--- config.mk ---
export PLATFORM = sky130hd
export DESIGN_NAME = id_ex_stage_reg
export DESIGN_NICKNAME = d
export VERILOG_FILES = /design/src/rtl/id_ex_stage_reg_pkg.sv /design/src/rtl/id_ex_stage_reg_pipe_reg_en_clr.sv /design/src/rtl/id_ex_stage_reg.sv
export SDC_FILE = /design/constraint.sdc
export NUM_CORES = 1
export LEC_CHECK = 0
export CORE_ASPECT_RATIO = 1.2
export CORE_MARGIN = 2
export CORE_UTILIZATION = 35
export CTS_CLUSTER_DIAMETER = 120
export DETAILED_ROUTE_END_ITERATION = 10
export GPL_TIMING_DRIVEN = 0
export PLACE_DENSITY = 0.79
export SETUP_SLACK_MARGIN = 0.1
export SYNTH_ARGS = -nofsm -noshare
export SYNTH_HDL_FRONTEND = slang
export SYNTH_SLANG_ARGS = --single-unit
export TNS_END_PERCENT = 1
--- constraint.sdc ---
create_clock -name clk -period 9.3 [get_ports clk]
set_input_delay 1.86 -clock clk [delete_from_list [all_inputs] [get_ports clk]]
set_output_delay 1.86 -clock clk [all_outputs]
set_load 0.005 [all_outputs]
--- src/rtl/id_ex_stage_reg_pkg.sv ---
// Shared MIPS decode definitions for the ID/EX pipeline register: opcodes,
// ALUOp classes and the layout of the registered control bundle.
package id_ex_stage_reg_pkg;

   localparam logic [5:0] OP_RTYPE = 6'b000000;
   localparam logic [5:0] OP_LW    = 6'b100011;
   localparam logic [5:0] OP_SW    = 6'b101011;
   localparam logic [5:0] OP_BEQ   = 6'b000100;
   localparam logic [5:0] OP_ADDI  = 6'b001000;
   localparam logic [5:0] OP_J     = 6'b000010;

   typedef enum logic [1:0] {
      ALUOP_ADD   = 2'b00,
      ALUOP_SUB   = 2'b01,
      ALUOP_FUNCT = 2'b10
   } aluop_e;

   localparam int CTRL_W = 10;

   localparam int CTRL_REGDST   = 9;
   localparam int CTRL_ALUSRC   = 8;
   localparam int CTRL_MEMTOREG = 7;
   localparam int CTRL_REGWRITE = 6;
   localparam int CTRL_MEMREAD  = 5;
   localparam int CTRL_MEMWRITE = 4;
   localparam int CTRL_BRANCH   = 3;
   localparam int CTRL_JUMP     = 2;
   localparam int CTRL_ALUOP_HI = 1;
   localparam int CTRL_ALUOP_LO = 0;

   // An empty decode slot must never carry side-effecting control into execute.
   function automatic logic [CTRL_W-1:0] ctrl_gate(input logic [CTRL_W-1:0] ctrl,
                                                   input logic valid);
      return valid ? ctrl : '0;
   endfunction

endpackage

--- src/rtl/id_ex_stage_reg_pipe_reg_en_clr.sv ---
// Generic pipeline register with async reset, synchronous clear and load enable.
// Clear beats hold so a flush can overwrite a stalled stage.
module pipe_reg_en_clr
   import id_ex_stage_reg_pkg::*;
#(
   parameter int W = 8
) (
   input  logic         clk,
   input  logic         reset,
   input  logic         en,
   input  logic         clr,
   input  logic [W-1:0] d,
   output logic [W-1:0] q
);

   logic [W-1:0] q_q;

   always_ff @(posedge clk or posedge reset) begin
      if (reset) begin
         q_q <= '0;
      end else if (clr) begin
         q_q <= '0;
      end else if (en) begin
         q_q <= d;
      end
   end

   assign q = q_q;

endmodule

--- src/rtl/id_ex_stage_reg.sv ---
// ID/EX pipeline register: control bundle plus valid, data payload, and a
// saturating count of bubbles entering execute.
module id_ex_stage_reg
   import id_ex_stage_reg_pkg::*;
#(
   parameter int DATA_W = 32,
   parameter int REG_W  = 5,
   parameter int CNT_W  = 16
) (
   input  logic              clk,
   input  logic              reset,
   input  logic              stall,
   input  logic              flush,
   input  logic              in_valid,
   input  logic              in_RegDst,
   input  logic              in_ALUSrc,
   input  logic              in_MemToReg,
   input  logic              in_RegWrite,
   input  logic              in_MemRead,
   input  logic              in_MemWrite,
   input  logic              in_Branch,
   input  logic              in_Jump,
   input  logic [1:0]        in_ALUOp,
   input  logic [DATA_W-1:0] in_pc4,
   input  logic [DATA_W-1:0] in_rs_data,
   input  logic [DATA_W-1:0] in_rt_data,
   input  logic [DATA_W-1:0] in_imm,
   input  logic [REG_W-1:0]  in_rs,
   input  logic [REG_W-1:0]  in_rt,
   input  logic [REG_W-1:0]  in_rd,
   input  logic [5:0]        in_funct,
   output logic              out_valid,
   output logic              out_RegDst,
   output logic              out_ALUSrc,
   output logic              out_MemToReg,
   output logic              out_RegWrite,
   output logic              out_MemRead,
   output logic              out_MemWrite,
   output logic              out_Branch,
   output logic              out_Jump,
   output logic [1:0]        out_ALUOp,
   output logic [DATA_W-1:0] out_pc4,
   output logic [DATA_W-1:0] out_rs_data,
   output logic [DATA_W-1:0] out_rt_data,
   output logic [DATA_W-1:0] out_imm,
   output logic [REG_W-1:0]  out_rs,
   output logic [REG_W-1:0]  out_rt,
   output logic [REG_W-1:0]  out_rd,
   output logic [5:0]        out_funct,
   output logic [CNT_W-1:0]  bubble_count
);

   localparam int PAY_W = 4 * DATA_W + 3 * REG_W + 6;

   logic [CTRL_W-1:0] in_ctrl;
   logic [CTRL_W:0]   ctrl_d;
   logic [CTRL_W:0]   ctrl_q;
   logic [PAY_W-1:0]  pay_d;
   logic [PAY_W-1:0]  pay_q;
   logic              load_en;

   assign in_ctrl = {in_RegDst, in_ALUSrc, in_MemToReg, in_RegWrite, in_MemRead,
                     in_MemWrite, in_Branch, in_Jump, in_ALUOp};
   assign ctrl_d  = {in_valid, ctrl_gate(in_ctrl, in_valid)};
   assign pay_d   = {in_pc4, in_rs_data, in_rt_data, in_imm, in_rs, in_rt, in_rd, in_funct};
   assign load_en = ~stall;

   pipe_reg_en_clr #(.W(CTRL_W + 1)) u_ctrl_reg (
      .clk   (clk),
      .reset (reset),
      .en    (load_en),
      .clr   (flush),
      .d     (ctrl_d),
      .q     (ctrl_q)
   );

   pipe_reg_en_clr #(.W(PAY_W)) u_data_reg (
      .clk   (clk),
      .reset (reset),
      .en    (load_en),
      .clr   (flush),
      .d     (pay_d),
      .q     (pay_q)
   );

   assign out_valid    = ctrl_q[CTRL_W];
   assign out_RegDst   = ctrl_q[CTRL_REGDST];
   assign out_ALUSrc   = ctrl_q[CTRL_ALUSRC];
   assign out_MemToReg = ctrl_q[CTRL_MEMTOREG];
   assign out_RegWrite = ctrl_q[CTRL_REGWRITE];
   assign out_MemRead  = ctrl_q[CTRL_MEMREAD];
   assign out_MemWrite = ctrl_q[CTRL_MEMWRITE];
   assign out_Branch   = ctrl_q[CTRL_BRANCH];
   assign out_Jump     = ctrl_q[CTRL_JUMP];
   assign out_ALUOp    = ctrl_q[CTRL_ALUOP_HI:CTRL_ALUOP_LO];

   assign {out_pc4, out_rs_data, out_rt_data, out_imm,
           out_rs, out_rt, out_rd, out_funct} = pay_q;

   // A bubble enters execute on any flush, or on an unstalled load of an empty slot.
   logic [CNT_W-1:0] bubble_q;
   logic [CNT_W-1:0] bubble_d;
   logic             bubble_inc;

   assign bubble_inc = flush | (~stall & ~in_valid);

   always_comb begin
      bubble_d = bubble_q;
      if (bubble_inc && (bubble_q != {CNT_W{1'b1}})) begin
         bubble_d = bubble_q + {{(CNT_W-1){1'b0}}, 1'b1};
      end
   end

   always_ff @(posedge clk or posedge reset) begin
      if (reset) begin
         bubble_q <= '0;
      end else begin
         bubble_q <= bubble_d;
      end
   end

   assign bubble_count = bubble_q;

endmodule

### Yosys cells after proc, flatten, opt, wreduce, memory -nomap -nowiden

Index checks and enable logic that the tools add are counted.

* equality and inequality tests: 2
* muxes and demuxes: 5
* add/sub/neg operators: 1
* reductions and logical operators: 1
* bitwise operators: 4

Operators with widths (count)
* 2-to-1 mux 149 bit: 2
* 2-to-1 mux 11 bit: 2
* adder 16 x 1 -> 16 bit, second input constant: 1
* != test 16 bit, second input constant: 1
* 2-to-1 mux 10 bit: 1
* != test 2 x 1 -> 1 bit, second input constant: 1
* inverter 1 bit: 2
* AND 1 bit: 1
* logical AND 1 bit: 1
* OR 1 bit: 1

* output and inout bits: 176
* register bits: 176
* logic and storage cells: 16
* input port bits: 164

### Logic depth before layout (Yosys ltp)

Gate-level depths: netlist (run 1).

* depth in word-level cells: 4
* mapped depth: 5
* gate-level depth less buffers: 5

### By module

From an unflattened synthesis (run 1), not the netlist that was laid out.

* cells, all modules: 602
* area total of the unflattened synthesis: 7407.1 um^2

Modules (own cells, without submodules)
* pipe_reg_en_clr at u_data_reg: sequential area each 3728.6 um^2, times used 1, cells an instance 482, area an instance 6089.6 um^2
* id_ex_stage_reg: sequential area each 400.4 um^2, times used 1, cells an instance 84, area an instance 872.1 um^2
* pipe_reg_en_clr at u_ctrl_reg: sequential area each 275.3 um^2, times used 1, cells an instance 36, area an instance 445.4 um^2

### Least setup slack after synthesis (run 1)

OpenSTA, ideal clock, no wires.

* kind: input to register
* start: in stall
* end: reg u_data_reg.q_q[117] (netlist: u_data_reg.q[117])
* stages on the path: 5
* data required time: 9168 ps
* slack: 6312 ps
* buffers on the path: 3
* arrival: 2856 ps
* setup time: 132 ps
* cell sequence: clkbuf_1 -> clkbuf_1 -> buf_2 -> mux2i_1 -> nor2_1

* cells in the longest elaborated chain, start to end: 1

RTL lines
* start: declaration: RTL line id_ex_stage_reg.sv:12 `input logic stall,`
* != test 2 x 1 -> 1 bit (no line)
* end signal: assignment: RTL line id_ex_stage_reg_pipe_reg_en_clr.sv:20 `q_q <= '0;`
* end signal: assignment: RTL line id_ex_stage_reg_pipe_reg_en_clr.sv:22 `q_q <= '0;`
* end signal: assignment: RTL line id_ex_stage_reg_pipe_reg_en_clr.sv:24 `q_q <= d;`
* end: declaration: RTL line id_ex_stage_reg_pipe_reg_en_clr.sv:16 `logic [W-1:0] q_q;`

No other way between the ends.
A chain may end at the register's enable or synchronous reset.

### Worst setup path in the final report (run 1)

* start: in stall
* end: reg u_ctrl_reg.q_q[9] (netlist: u_ctrl_reg.q[9])

* cells in the longest elaborated chain, start to end: 1

RTL lines (RTL line)
* != test 2 x 1 -> 1 bit (no line)
* end signal: assignment: id_ex_stage_reg_pipe_reg_en_clr.sv:20
* end signal: assignment: id_ex_stage_reg_pipe_reg_en_clr.sv:22
* end signal: assignment: id_ex_stage_reg_pipe_reg_en_clr.sv:24
* end: declaration: id_ex_stage_reg_pipe_reg_en_clr.sv:16

No other way between the ends.

==> results of run 1 <==
-- synth_stat cells, types with 2 or more instances --
| master | number |
|---|---|
| a21oi_1 | 10 |
| and3_1 | 2 |
| buf_1 | 2 |
| buf_2 | 15 |
| clkbuf_1 | 21 |
| dfrtp_1 | 176 |
| mux2i_1 | 150 |
| nand2_1 | 15 |
| nand3_1 | 4 |
| nand4_1 | 3 |
| nor2_1 | 173 |
| nor3_1 | 4 |
| nor4_1 | 5 |
| nor4b_1 | 2 |
| xnor2_1 | 2 |
| xor2_1 | 13 |
-- area by class of cell --
cell class,count,share of cell area
clock inverters,12,0.01181
flip-flops and latches,176,0.3815
repair buffers,338,0.2946
plain buffers,38,0.01398
clock buffers,20,0.03956
well taps,265,0.02872
multi-input cells,394,0.2289
inverters,1,0.0009754
-- report_power, final --
group	internal (mW)	total (mW)	switching, mW	leakage (nW)
sequential	0.819	0.868	0.0489	2.32
clock	0.398	0.734	0.336	0.295
combinational	0.209	0.341	0.132	2.77
-- sequential cells by signal, indices dropped and copies added (netlist names) --
signal and count:
bubble_count 16, u_data_reg.q 149, u_ctrl_reg.q 11
-- metal layers --
layer / share of wire / global-route usage / vias up
li1: - / - / 2750
met1: 0.38 / 0.2194 / 2829
met2: 0.51 / 0.3512 / 241
met3: 0.097 / 0.07972 / 17
met4: 0.013 / 0.04545 / 0
met5: 0 / 0 / -
-- logic make-up (layout without fill, tap and decap cells) --
| kind of cell | after synthesis | after routing | synth area share |
|---|---|---|---|
| multiplexers | 151 | 151 | 0.2098 |
| AND/OR/NAND/NOR | 215 | 215 | 0.1244 |
| buffers and inverters | 39 | 409 | 0.02290 |
| XOR/XNOR | 15 | 15 | 0.01822 |
| flip-flops | 176 | 176 | 0.6107 |
| AO/OA/AOI/OAI | 12 | 12 | 0.01232 |
| adder cells (fa/ha/maj) | 1 | 1 | 0.001735 |
-- critical path, stage by stage --
cell,delay (ns)
clkbuf_1,0.51
clkbuf_1,0.53
clkbuf_1,0.57
a21oi_1,0.13
nor2_1,0.12
-- metrics by stage --
step           setup WS, ns  cell area, um2  std cells  power [mW]
2_1_floorplan         2.666            7212        609       1.005
3_3_place_gp         0.1286           10920       1211       1.219
3_5_place_dp          5.298           10950       1212       1.228
4_1_cts               5.756           11540       1244       1.974
5_1_grt               5.718           11540       1244       2.039
6_report              5.903           11540       1244       1.943
-- worst paths after layout --
path / startpoint / endpoint / slack, ns / cells past startpoint
max reg2reg: bubble_count[0] / bubble_count[2] / 7.39 / 5
min reg2reg: bubble_count[15] / bubble_count[15] / 0.51 / 1
max in group asynchronous: reset / u_ctrl_reg.q[6] / 6.54 / 3
min: bubble_count[15] / bubble_count[15] / 0.51 / 1
min in group asynchronous: reset / u_data_reg.q[129] / 1.88 / 2
max: stall / u_ctrl_reg.q[9] / 5.90 / 5
==> results.md, run 1 <==
* Area fraction of the dominant cell type after synthesis at 0.6107
* Buffers on Ports at 337
* Initial Utilization at 0.3561
* Multi-input gate area at roughly 2600 um2
* Worst endpoint data arrival time at between 3 and 4 ns
* Yosys cell types at 28
* CTS tree: yes
* IR drop worst, VDD at ~0.11 mV
* Post-CTS Resized at 0
* Number of synthesized register bits at around 180
* Clk buf depth at 2
* Grt ovf at 0
* Row count at 57
* Total track usage at 0.1969
* Startpoint types: primary input
* Setup_tns at 0 ns
* Slew HR at 0.5321
* CTS buffer count at 17
* Crit end category: flip-flop
* Outcome: finished clean
* Synth Flop Type: dfrtp_1
* Kind of critical path: in2reg
* Post-route minimum period at around 3.4 ns
* Final net count at 1131
* Final Hold Fails at 0
* Largest net degree at the start of global routing at 97
* Final Cycle Share at 0.3653
* Post-synth ARST share at 1.000
* Leakage at about 5.4 nW
* Mapped Area at roughly 7000 um2
* Dpl hpwl at 15990 um
* First-pass GRT wire length at about 33000 um
* Commonest non-fill, non-tap cell in the layout: clkdlybuf4s50_1
* Core area at 20250 um2
* Gpl congestion at between 0.8 and 0.9
* Total Wirelength at 21440 um
* Routed len/inst at 17.23 um
* Final Max Tran Viols at 0
* Main area contributors after synthesis: dfrtp_1 (61%), mux2i_1 (21%), nor2_1 (9.0%)
* Largest area contributor in the netlist: dfrtp_1
* First-pass DRT Iterations at 4
* Post-Route Skew at around 0.0062 ns
* Post-Syn Nets at around 770
* Post-DRT Antenna Nets at 0
* RSZ-0062 raised after global routing: no
* Area grow syn2layout at 60.08%
* Final setup viols at 0
* Cells after Synth at roughly 610
* Die width at roughly 140 um
* Measured slew at the worst slew-check pin at around 0.7 ns
* Required @ worst endpoint at 9.64 ns
* Detailed-route DRC error count at 0
* Post-synthesis sequential area ratio at 0.6107
* Syn Area/Cell at between 10 and 15 um2
* Initial DRC Count at 170
* Clk sinks at 176
* Post-synth EDFFs at 0
* Maximum clock rate at 294.4 MHz
* Max-cap check violation count at 0
* # fillers at about 1.7k
* Worst Hold Class: reg2reg
* Hold-fix buffers at CTS at 0
* Root Buffer: clkbuf_16
* Reg area at about 4400 um2
* Crit Path Max Fanout at 10
* CTS clock-pin slew for the worst setup and hold paths at around 0.07 ns
* Share of cells above drive strength 1 at 0.05516
* Htree depth at 4
* Most frequent cells in the layout: clkdlybuf4s50_1 (337), dfrtp_1 (176), nor2_1 (173), mux2i_1 (150), clkbuf_1 (22)
* Power per cell area at approximately 170 nW/um2
* Worst-skew pair later-pin latency at 0.42 ns
* DIE AREA at approximately 22000 um2
* Number of antenna violations at the first check in global routing at 0
* Die span in y at about 160 um
* Ports at 340
* Vias in the first global route at just over 6k
* ANT cells at 0
* WHS at a little over 0.5 ns
* Routed vias at 5837
* Vias/cell at about 4.7
* Setup bufs post-CTS at 0
* Synth Warn # at 0
* Layout Utilization at 0.5700
Note: power is estimated with default switching activity, not from simulation.
==> inputs of run 2 (changes only) <==
PLACE_DENSITY = 0.82   (was 0.79)
clock period = 3 ns   (was 9.3 ns; I/O delays follow)
==> run 2 against run 1 <==
Compared with the run above: worst hold slack got worse by 0.012 ns; clock power increased to 3.0 times the previous value; combinational power rose to 3.1 times the previous value; critical path depth unchanged; non-clock buffer count increased by 3; sequential share of layout area fell by 0.087 points; register-to-register slack got worse by 6.3 ns; critical endpoint is now u_ctrl_reg.q[8].
==> results.md, run 2 (synthesis gave the netlist of run 1 again) <==
* Final Max Tran Viols at 0 (unchanged)
* Vias/cell at 4.701 (+0.20%)
* Clk buf depth at 2 (unchanged)
* Vias in the first global route at 6221 (+2.2%)
* Routed vias at 5858 (+0.36%)
* Routed len/inst at 17.45 um (+1.3%)
* R2R Path Start: bubble_count[0]
* Slew HR at 0.4272 (-0.1050)
* Post-Route Skew at 0.01043 ns (+0.004274 ns)
* Final net count at 1134 (+0.27%)
* Worst endpoint data arrival time at 2.45 ns (-1.29 ns)
* Max-cap check violation count at 0 (unchanged)
* ANT cells at 0 (unchanged)
* Most frequent cells in the layout: clkdlybuf4s50_1 (337), dfrtp_1 (176), nor2_1 (173), mux2i_1 (150), clkbuf_1 (22)
* Htree depth at 4 (unchanged)
* Detailed-route DRC error count at 0 (unchanged)
* Commonest non-fill, non-tap cell in the layout: clkdlybuf4s50_1
* First-pass DRT Iterations at 5 (+1)
* First-pass GRT wire length at 33220 um (+0.48%)
* Max FFs per register at 149 (unchanged)
* Total Wirelength at 21750 um (+1.4%)
* Post-DRT Antenna Nets at 0 (unchanged)
* Hold Crit Start: bubble_count[15]
* RSZ-0062 raised after global routing: no
* Crit-path slowest cell: clkbuf_1
* Pre-CTS setup slack at 0.3537 ns (-4.944 ns)
* Measured slew at the worst slew-check pin at 0.8575 ns (+0.1557 ns)
* DIE AREA at 21770 um2 (unchanged)
* Final Hold Fails at 0 (unchanged)
* Buffers on Ports at 337 (unchanged)
* Total track usage at 0.1983 (+0.001400)
* # fillers at 1772 (+1.4%)
* Kind of critical path: in2reg
* Gpl congestion at 0.7689 (-4.8%)
* Multi-input gate area at 2643 um2 (unchanged)
* CP startpoint: stall
* Startpoint types: primary input
* Power per cell area at 512.3 nW/um2 (+200%)
* Clk sinks at 176 (unchanged)
* CP peak stage delay at 0.61 ns (+0.04 ns)
* PnR worst setup slack at 0.8897 ns (-5.013 ns)
* CTS buffer count at 17 (unchanged)
* Area grow syn2layout at 60.44%
* Outcome: finished clean
* Dpl hpwl at 16530 um (+3.4%)
* Crit Path Max Fanout at 10 (unchanged)
* WHS at 0.4969 ns (-0.01150 ns)
* Root Buffer: clkbuf_16
* Share of cells above drive strength 1 at 0.05708 (+0.001926)
* Die span in y at 161.2 um (unchanged)
* Ports at 340 (unchanged)
* Grt ovf at 0 (unchanged)
* Final Cycle Share at 0.7034
* Worst Hold Class: reg2reg
* Reg area at 4404 um2 (unchanged)
* Hold-fix buffers at CTS at 0 (unchanged)
* Core area at 20250 um2 (unchanged)
* Largest net degree at the start of global routing at 43 (-56%)
* Initial DRC Count at 178 (+4.7%)
* Crit path top cell by count: clkbuf_1
* Crit-path cells: clkbuf_1, clkbuf_1, clkbuf_1, a21oi_1, nor2_1
* Die width at 135.0 um (unchanged)
* Worst-skew pair later-pin latency at 0.42 ns (about the same)
* Number of antenna violations at the first check in global routing at 0 (unchanged)
* Initial Utilization at 0.3561 (unchanged)
* Crit end category: flip-flop
* Maximum clock rate at about 470 MHz
* CTS clock-pin slew for the worst setup and hold paths at 0.07 ns (about the same)
* Required @ worst endpoint at 3.34 ns (-6.30 ns)
* Row count at 57 (unchanged)
* Setup bufs post-CTS at 0 (unchanged)
* Post-route minimum period at roughly 2.1 ns
* CTS tree: yes
* Leakage at 5.373 nW (-0.11%)
* Final setup viols at 0 (unchanged)
* Post-CTS Resized at 0 (unchanged)
* IR drop worst, VDD at 0.3570 mV (+220%)
## run 2: cell count changes in the layout (fill, tap and decap cells not counted)
cell / previous run / this run
buf_16: 1 / 0
clkbuf_8: 2 / 1
clkinvlp_4: 0 / 4
clkinv_4: 0 / 4
buf_12: 0 / 4
inv_8: 5 / 2
inv_6: 7 / 2
## run 2: worst max-delay path: cells and delay by family
family | cells | cell delay, ns
buffers and inverters | 3 | 1.58
AOI/OAI and AO/OA | 1 | 0.15
and+or+nand+nor | 1 | 0.12
## run 2: through the flow
stage	util	power, mW	instance area [um2]	TNS [ns]	std cells
5_1_grt	0.5713	6.208	11570	0	1246
3_3_place_gp	0.5392	3.779	10920	-232.05	1211
2_1_floorplan	-	3.115	7216	0	609
4_1_cts	0.5713	6.007	11570	0	1246
3_5_place_dp	0.5431	3.820	11000	0	1215
6_report	0.5713	5.928	11570	0	1246
## run 2: layer usage
metal	routed length [um]	GRT usage
met1	7938	0.2123
met2	11200	0.3553
met3	2162	0.08035
met4	445	0.06250
met5	0	0
## run 2: worst paths after layout
check / end / slack, ns / depth (start not counted)
min: bubble_count[15] / 0.50 / 1
max reg2reg: bubble_count[2] / 1.07 / 5
min reg2reg: bubble_count[15] / 0.50 / 1
max: u_ctrl_reg.q[8] / 0.89 / 5
max in group asynchronous: u_data_reg.q[96] / 1.37 / 4
min in group asynchronous: u_data_reg.q[10] / 0.70 / 2
## run 2: cell type report
type	count	area share
flip-flops and latches	176	0.3806
repair buffers	341	0.2984
multi-input cells	394	0.2284
clock buffers	19	0.03828
well taps	265	0.02865
plain buffers	38	0.01395
clock inverters	12	0.01103
inverters	1	0.0006488
## run 2: power by group
part | internal (mW) | leakage (nW) | total, mW | switching (mW)
logic | 0.655 | 2.79 | 1.07 | 0.418
registers | 2.54 | 2.32 | 2.69 | 0.148
clock network | 1.18 | 0.270 | 2.17 | 0.983
==> inputs of run 3 (changes only) <==
PLACE_DENSITY = 0.79   (was 0.82)
clock period = 2.09 ns   (was 3 ns; I/O delays follow)
==> run 3 against run 2 <==
Compared with the run above: sequential share of layout area fell by 0.13 points; sequential cell count did not move; clock power rose by 52%; power rose by 47%; die area did not move; critical path depth fell by 4; clock skew rose by 0.0023 ns; combinational power rose by 44%; critical path type is now reg2out; critical endpoint is now bubble_count[2]; largest power group unchanged.
==> results.md, run 3 (synthesis gave the netlist of run 1 again) <==
* Outcome: finished clean
* Worst Hold Class: in2async
* Max FFs per register at 149 (unchanged)
* Die width at 135.0 um (unchanged)
* Number of antenna violations at the first check in global routing at 0 (unchanged)
* WP buf/inv at 1 (-2)
* Vias in the first global route at 6293 (+1.2%)
* Post-route minimum period at about 1.9 ns
* DIE AREA at 21770 um2 (unchanged)
* Cell family with most CP delay: buffers and inverters
* Worst endpoint data arrival time at 1.50 ns (-0.95 ns)
* Commonest non-fill, non-tap cell in the layout: clkdlybuf4s50_1
* Total Wirelength at 21010 um (-3.4%)
* ANT cells at 0 (unchanged)
* Maximum clock rate at between 500 and 600 MHz
* Core area at 20250 um2 (unchanged)
* DP Area at 11000 um2 (unchanged)
* Dpl hpwl at 16130 um (-2.4%)
* Final Cycle Share at 0.9154
* Htree depth at 4 (unchanged)
* Vias/cell at 4.655 (-0.98%)
* CTS clock-pin slew for the worst setup and hold paths at 0.07 ns (about the same)
* Kind of critical path: reg2out
* Crit-path slowest cell: clkdlybuf4s50_1
* PnR worst setup slack at 0.1768 ns (-0.7129 ns)
* Area grow syn2layout at 61.05%
* Required @ worst endpoint at 1.67 ns (-1.67 ns)
* WHS at 0.4673 ns (-0.02965 ns)
* Post-Route Skew at 0.01275 ns (+0.002315 ns)
* Share of cells above drive strength 1 at 0.06212 (+0.005034)
* Slew HR at 0.5069 (+0.07979)
* Max-cap check violation count at 0 (unchanged)
* Design Area, Final at 11610 um2 (+0.38%)
* Layout Utilization at 0.5734 (+0.002162)
* Final net count at 1134 (unchanged)
* CTS buffer count at 17 (unchanged)
* Post-DRT Antenna Nets at 0 (unchanged)
* First-pass DRT Iterations at 5 (unchanged)
* Grt ovf at 0 (unchanged)
* CTS tree: yes
* Most frequent cells in the layout: clkdlybuf4s50_1 (337), dfrtp_1 (175), nor2_1 (173), mux2i_1 (150), clkbuf_1 (20)
* Final Max Tran Viols at 0 (unchanged)
* Routed len/inst at 16.85 um (-3.5%)
* Startpoint types: flip-flop
* Gpl congestion at 0.7938 (+3.2%)
* Pre-CTS setup slack at -0.3698 ns (-0.7234 ns)
* DP Cell Count at 1215 (unchanged)
* Hold-fix buffers at CTS at 0 (unchanged)
* Power per cell area at 749.0 nW/um2 (+46%)
* First-pass GRT wire length at 32990 um (-0.71%)
* Die span in y at 161.2 um (unchanged)
* Total track usage at 0.1949 (-0.003452)
* IR drop worst, VDD at 0.4879 mV (+37%)
* Final setup viols at 0 (unchanged)
* Root Buffer: clkbuf_16
* Finished Layout Cells at 1247 (+0.080%)
* Detailed-route DRC error count at 0 (unchanged)
* Ports at 340 (unchanged)
* Routed vias at 5805 (-0.90%)
* Buffers on Ports at 337 (unchanged)
* Clk sinks at 176 (unchanged)
* Crit Path Max Fanout at 6 (-4)
* Largest net degree at the start of global routing at 43 (unchanged)
* Worst-skew pair later-pin latency at 0.42 ns (about the same)
* Row count at 57 (unchanged)
* Initial Utilization at 0.3561 (unchanged)
* Measured slew at the worst slew-check pin at 0.7380 ns (-0.1194 ns)
* CP peak stage delay at 0.56 ns (-0.05 ns)
* Initial DRC Count at 175 (-1.7%)
* Crit-path cells: clkdlybuf4s50_1
* Leakage at 5.404 nW (+0.58%)
* Crit end category: output pin
* Final Hold Fails at 0 (unchanged)
* RSZ-0062 raised after global routing: no
* Clk buf depth at 2 (unchanged)
==> run 3: cell count changes in the layout (fill, tap and decap cells not counted), sizes merged <==
cell,before,now
bufinv,1,2
clkinv,4,0
clkinvlp,4,2
inv,4,10
==> run 3: timing repair <==
item | CTS | global route
pin swaps | 0 | 0
setup endpoints to repair | 10 | 5
gates resized for setup | 2 | 2
hold endpoints to repair | 0 | 0
buffers inserted | 0 | 0
==> run 3: final cells by class <==
type	instances	area, um2
clock inverters	13	165.2
fillers	1746	8640
clock buffers	19	442.9
multi-input cells	394	2645
inverters	1	7.507
well taps	265	331.6
flip-flops and latches	176	4405
repair buffers	341	3453
plain buffers	38	163.9
==> run 3: through the flow <==
step / TNS [ns] / total power, mW
2_1_floorplan: -102.19 / 4.472
3_3_place_gp: -384.29 / 5.429
3_5_place_dp: -21.34 / 5.480
4_1_cts: 0 / 8.822
5_1_grt: 0 / 9.138
6_report: 0 / 8.699
==> run 3: where the power goes <==
part | total (mW) | internal (mW) | switching [mW] | leakage (nW)
logic | 1.54 | 0.943 | 0.595 | 2.79
registers | 3.86 | 3.65 | 0.217 | 2.32
clock network | 3.30 | 1.85 | 1.44 | 0.298
total | 8.70 | 6.44 | 2.26 | 5.40
==> run 3: path summary, 6_finish.rpt <==
path                             startpoint                to  slack [ns]  cells after the start
max                         bubble_count[2]   bubble_count[2]        0.18                      1
min                                   reset  u_data_reg.q[50]        0.47                      2
max reg2reg                 bubble_count[1]   bubble_count[2]        0.19                      5
min reg2reg                bubble_count[15]  bubble_count[15]        0.50                      1
max in group asynchronous             reset   bubble_count[0]        0.68                      4
min in group clk           bubble_count[15]  bubble_count[15]        0.50                      1
==> run 3: worst reg2reg max path: cells and delay by family (launching register included) <==
| family | cells | cell delay (ns) |
|---|---|---|
| AND/OR/NAND/NOR | 3 | 0.98 |
| XOR/XNOR | 1 | 0.14 |
| flip-flops | 1 | 0.40 |
| adder cells (fa/ha/maj) | 1 | 0.24 |
==> run 3: metal layers <==
| layer | part of all wire | wire length (um) | GRT usage | vias up |
|---|---|---|---|---|
| met3 | 0.094 | 1965 | 0.07439 | 23 |
| met2 | 0.50 | 10550 | 0.3424 | 251 |
| li1 | - | - | - | 2751 |
| met5 | 0 | 0 | 0 | - |
| met4 | 0.019 | 394 | 0.06250 | 0 |
| met1 | 0.39 | 8095 | 0.2171 | 2780 |
